## src/rtl/serial_adder_ctrl.sv

```systemverilog
// Bit-serial adder controller: one shared full-adder cell (two half adders
// plus an OR) adds two WIDTH-bit operands LSB first, one bit per clock.
// Start/done handshake; sum/cout are written only when the last bit is done.

module HalfAdder (
  input  logic x,
  input  logic y,
  output logic s,
  output logic c
);

  assign s = x ^ y;
  assign c = x & y;

endmodule

module serial_adder_ctrl #(
  parameter int unsigned WIDTH = 8
) (
  input  logic             clk,
  input  logic             reset,
  input  logic             start,
  input  logic [WIDTH-1:0] a,
  input  logic [WIDTH-1:0] b,
  input  logic             cin,
  output logic             busy,
  output logic             done,
  output logic [WIDTH-1:0] sum,
  output logic             cout
);

  localparam int unsigned CW = (WIDTH > 1) ? $clog2(WIDTH) : 1;
  localparam logic [CW-1:0] LAST = CW'(WIDTH - 1);

  typedef enum logic [1:0] {
    IDLE = 2'd0,
    ADD  = 2'd1,
    DONE = 2'd2
  } state_t;

  state_t state, state_n;

  logic [WIDTH-1:0] ra, rb, rs, rs_n;
  logic             c;
  logic [CW-1:0]    cnt;

  logic ha0_s, ha0_c, fa_sum, ha1_c, fa_cy;
  logic last;

  // Shared 1-bit full adder cell.
  HalfAdder u_ha0 (.x(ra[0]), .y(rb[0]), .s(ha0_s), .c(ha0_c));
  HalfAdder u_ha1 (.x(ha0_s), .y(c),     .s(fa_sum), .c(ha1_c));
  assign fa_cy = ha0_c | ha1_c;

  assign last = (cnt == LAST);
  assign rs_n = {fa_sum, rs[WIDTH-1:1]};

  // State register.
  always_ff @(posedge clk or posedge reset) begin
    if (reset) state <= IDLE;
    else       state <= state_n;
  end

  // Next-state decode.
  always_comb begin
    state_n = state;
    case (state)
      IDLE:    if (start) state_n = ADD;
      ADD:     if (last)  state_n = DONE;
      DONE:    state_n = IDLE;
      default: state_n = IDLE;
    endcase
  end

  // Datapath: operand capture, bit-serial shift/add, final result write.
  always_ff @(posedge clk or posedge reset) begin
    if (reset) begin
      ra   <= '0;
      rb   <= '0;
      rs   <= '0;
      c    <= 1'b0;
      cnt  <= '0;
      sum  <= '0;
      cout <= 1'b0;
    end else begin
      case (state)
        IDLE: begin
          if (start) begin
            ra  <= a;
            rb  <= b;
            c   <= cin;
            cnt <= '0;
          end
        end
        ADD: begin
          ra <= ra >> 1;
          rb <= rb >> 1;
          rs <= rs_n;
          c  <= fa_cy;
          // Counter returns to 0 on the last bit so it never exceeds WIDTH-1.
          if (last) begin
            cnt  <= '0;
            sum  <= rs_n;
            cout <= fa_cy;
          end else begin
            cnt <= cnt + 1'b1;
          end
        end
        default: ;
      endcase
    end
  end

  // Status outputs decoded from state.
  always_comb begin
    busy = (state == ADD);
    done = (state == DONE);
  end

endmodule

```

## config.mk

```make
export PLATFORM = sky130hd
export DESIGN_NAME = serial_adder_ctrl
export DESIGN_NICKNAME = d
export VERILOG_FILES = /design/src/rtl/serial_adder_ctrl.sv
export SDC_FILE = /design/constraint.sdc
export NUM_CORES = 1
export LEC_CHECK = 0
export ABC_AREA = 1
export BUFFER_PORTS_ARGS = -buffer_cell sky130_fd_sc_hd__clkbuf_2
export CORE_MARGIN = 1
export CORE_UTILIZATION = 44
export DETAILED_ROUTE_END_ITERATION = 8
export SLEW_MARGIN = 20
export SYNTH_ARGS = -nofsm -noshare
export SYNTH_HDL_FRONTEND = slang
export SYNTH_SLANG_ARGS = --single-unit
```

## constraint.sdc

```tcl
create_clock -name clk -period 1.45 [get_ports clk]
set_input_delay 0.0725 -clock clk [delete_from_list [all_inputs] [get_ports clk]]
set_output_delay 0.0725 -clock clk [all_outputs]
set_load 0.02 [all_outputs]
```

After elaboration in Yosys (flattened, before gate mapping). Cells that the tools add are included.

Bits in read-only memories: 0. Memories: 0. Logic and storage cells: 36. Output and inout port bits: 11. RAM bits: 0. Input bits: 20. Register bits after elaboration: 39. Latch bits: 0.

Equal/unequal tests: 5. Bitwise logic cells: 5. Divide/modulo/power cells: 0. Add/subtract/negate cells: 1. Reduce and logical (&&, ||, !) cells: 5. Order comparisons: 0. Shifts and indexed selects: 0. Mux-type cells: 12. $mul: 0.

Operators with widths (count): $pmux W8 S2 (2); $mux W8 (2); $mux W3 (2); $pmux W3 S2 (1); $reduce_and A2 Y1 (3); $mux W2 (2); $pmux W2 S2 (1); $add A3 B1 Y3 const B (1); $eq A3 B3 Y1 const B (1); $and A1 B1 Y1 (2); $eq A2 B1 Y1 const B (1); $eq A2 B2 Y1 const B (1); $logic_not A2 Y1 (1); $ne A2 B1 Y1 const B (1); $ne A2 B2 Y1 const B (1); $pmux W1 S2 (1); $reduce_bool A2 Y1 (1); $xor A1 B1 Y1 (2); $mux W1 (1); $or A1 B1 Y1 (1).

Longest topological paths before layout.
Word-level depth: 4. Mapped depth: 7. Gate-level depth less buffers: 6.

By module. A second synthesis with hierarchy kept.

Cells, all modules: 226. Area total of the unflattened synthesis: 1835.5 um^2.

Modules (own cells, without submodules): serial_adder_ctrl (area each 1810.5 um^2, instances 1, cells an instance 224, seq. area each 950.9 um^2); HalfAdder (area each 12.5 um^2, instances 2, cells an instance 1, seq. area each 0.0 um^2).

Worst setup path before layout. Ideal clock, no wire load.

Path kind: register -> register. Start point: reg cnt[0]. End point: reg sum[0]. Clock period less this slack: 1.214 ns. Stages on the path, launching flop included: 7. Path slack: 0.236 ns. Path buffers: 1. Arrival time: 1.149 ns. Library setup time: 0.065 ns. Data required time: 1.385 ns. Cells stage by stage: dfrtp_1 -> ha_1 -> ha_1 -> nand2_4 -> buf_6 -> nand2_1 -> nand2_1.

Cells in the longest elaborated chain, start to end: 2.

Ends and longest elaborated chain: start, declared (line 45) `logic [CW-1:0] cnt;`; start signal, assigned (line 106) `cnt <= cnt + 1'b1;`; $eq A3 B3 Y1 (line 55) `assign last = (cnt == LAST);`; $reduce_and A2 Y1 (no source line); end signal, assigned (line 103) `sum <= rs_n;`; end, declared (line 28) `output logic [WIDTH-1:0] sum,`.

No other way between the ends. A chain may end at the register's enable or synchronous reset.

Worst setup path in the final report.
Start point: reg state[0]. End point: out busy.

Cells in the longest elaborated chain, start to end: 1.

Ends and longest elaborated chain: start, declared (line 41) `state_t state, state_n;`; start signal, assigned (line 61) `else state <= state_n;`; $eq A2 B1 Y1 (line 116) `busy = (state == ADD);`; end, declared (line 26) `output logic busy,`.

No other way between the ends.

==> impl_results.md <==
- Status: finished, final reports clean
- Initial DRC count: 145
- Die X: 67.0 µm
- Gr ovfl total: 0
- CP endpoint kind: primary output
- CTS root buf: clkbuf_8
- Commonest non-fill, non-tap cell in the layout: nand2_1
- Reg power frac: 40.3%
- DP Wirelength: 2.22 mm
- Rows: 23
- Minimum clock period: 1.37 ns
- Inserted Diodes: 0
- Gate Count Post-Synth: 226
- Share of cells above drive strength 1: 22.7%
- Period utilisation layout: 94.8%
- Fin. Hold Viols: 0
- Critical Path Max Stage Delay: 0.43 ns
- Reg2reg setup slack: 0.12 ns
- First-pass GRT wire length: 6.24 mm
- Clock Power Share: between 10% and 20%
- Drt first pass iters: 4
- Placed cells: 300
- Crit path DAT: between 1 and 1.5 ns
- Max FO, Critical Path: 18
- Vias/cell: about 4.7
- Via count: 1450
- Worst setup path category: register to primary output
- Post-DP Area: ~0.002 mm²
- Clk pin slew, worst setup/hold paths: 0.07 ns
- Worst reg2reg path depth: 6
- Stages on worst setup path: 4
- Slew @ Worst Pin: 0.523 ns
- Total Nets Final: roughly 280
- Static leakage: 1.24 nW
- Starting density of the core: around 46%
- Postcts setup bufs: 0
- Total Power: roughly 4.5 mW
- Seq/Total Area, Yosys: 51.1%
- Avg Synthesized Cell Area: 8.23 µm²
- Min-delay worst type: input pin to register
- Placer Congestion: 0.716
- Slowest CP cell: dfrtp_1
- Place WS: 0.113 ns
- Vias in the first global route: 1379
- Pint: 2.69 mW
- Commonest cells after routing, fill and taps aside: 73 x nand2_1, 42 x inv_1, 38 x dfrtp_1
- Total Routing Usage GR: 19.3%
- CTS tree: built
- Die ar.: around 0.0045 mm²
- Maximum VDD drop: 0.930 mV
- CP bufs+invs: 3
- Initial antenna violation count: 0
- Total wire length: 3.42 mm
- Final core occ: 53.5%
- Sw power: ~1.9 mW
- Routed Antenna Nets: 0
- # IOs: 31
- Wirelength per Cell: between 10 and 15 µm
- Slew Limit Headroom: 65.0%
- Final hold slack: between 0.02 and 0.025 ns
- Setup TNS: 0 ns
- Worst setup margin: 0.0756 ns
- Num CTS Buffers: 5
- Htree depth: 2
- Largest net degree at the start of global routing: 39
- Final Non-Filler Cells: 310
- Synthesized Nets: 249
- Drt drc: 0
- CTS sink cnt: 38
- Critical Path Source Type: register
- Distinct cell type count after synthesis: 18
- Max Clock Freq: approximately 0.73 GHz
- Layout area overhead: 15.9%
- Sw frac: 40.9%
- Pwr dens: 2110 mW/mm²
- Critical-path cell list: buf_12 > inv_2 > nor2_4 > buf_2
- Max-slew violations: 0
- Max-Cap Viols: 0
- Core box area: 0.00403 mm²
- Fillers: between 400 and 500
- Combinational share of power: 43.4%
- Final Instance Area: 0.00216 mm²
- Final setup violation count: 0
- Worst EP required: 1.38 ns
- Hold depth: 3
- Die Span Y: around 67 µm
- I/O Buffers: 30
- Clk buf depth: 2
- Cell Area, Synth: 0.00186 mm²
- Ys Warns: 0
- Yosys reg bits: 38
- Clock Skews: 0.00661 ns
- Delay-heaviest family, CP: flip-flops
- Clk Latency, worst-skew pair: about 0.29 ns
## flip-flops by register name (all words and copies together), names as in the netlist
| name | cells |
|---|---|
| state | 2 |
| cnt | 3 |
| c | 1 |
| rs | 7 |
| cout | 1 |
| ra | 8 |
| sum | 8 |
| rb | 8 |
## power by group through the flow
stage | combinational [mW] | sequential, mW | clock (mW)
3_3_place_gp | 1.93 | 1.83 | 0
4_1_cts | 1.97 | 1.82 | 0.768
3_5_place_dp | 1.97 | 1.83 | 0
6_report | 1.97 | 1.83 | 0.738
2_1_floorplan | 1.48 | 1.91 | 0
5_1_grt | 2.34 | 1.90 | 0.817
## layout make-up
class / instances / area (µm²) / area share (%)
sequential: 38 / 951 / 44.1
multi-input combinational: 133 / 662 / 30.7
timing repair buffer: 37 / 224 / 10.4
inverter: 44 / 165 / 7.66
clock buffer: 7 / 86.3 / 4.00
tap: 50 / 62.6 / 2.90
clock inverter: 1 / 5.00 / 0.232
## final timing paths
check                      startpoint  endpoint
max reg2reg                    cnt[0]    sum[0]
min reg2reg                     ra[3]     ra[3]
max                          state[0]      busy
min                              a[7]     ra[7]
max in group asynchronous       reset     rb[0]
min in group asynchronous       reset     rb[3]
## worst register-to-register path, delay by kind of cell (launching register included)
kind	cells	cell delay (ns)
adder cells (fa/ha/maj)	2	0.42
buffers and inverters	1	0.09
flip-flops	1	0.40
AND/OR/NAND/NOR	3	0.32
## repair_timing
item	4_1_cts	5_1_grt
hold buffers	2	0
setup endpoints to repair	0	3
endpoints found under the hold margin	39	0
resized for setup	0	7
## cells by family after synthesis
| group | share of synthesized area (%) |
|---|---|
| DFF | 51.1 |
| buffers and inverters | 13.7 |
| and+or+nand+nor | 25.8 |
| AOI/OAI and AO/OA | 6.93 |
| adders and majority gates | 2.42 |
## routing by layer
metal	track usage [%]	vias up	share of wire (%)
met2	28.2	33	44
li1	-	744	-
met3	5.65	6	4.9
met5	0	-	0
met4	8.78	0	2.0
met1	26.1	667	49
## synthesized netlist by cell type
| cell type | count | area share, % |
|---|---|---|
| inv_1 | 43 | 8.7 |
| nor2_1 | 1 | 0.20 |
| clkbuf_1 | 1 | 0.20 |
| o21ai_0 | 9 | 2.4 |
| nand2_1 | 73 | 15 |
| nor2_4 | 1 | 0.61 |
| o21ai_2 | 9 | 4.2 |
| dfrtp_1 | 38 | 51 |
| nand3_1 | 31 | 8.3 |
| nand2_4 | 1 | 0.61 |
| buf_4 | 2 | 0.81 |
| fa_1 | 1 | 1.1 |
| o21ai_1 | 1 | 0.27 |
| nand2_2 | 4 | 1.3 |
| ha_1 | 2 | 1.3 |
| inv_2 | 1 | 0.20 |
| buf_2 | 3 | 0.81 |
| buf_6 | 5 | 3.0 |
Note: power is estimated with default switching activity, not from simulation.
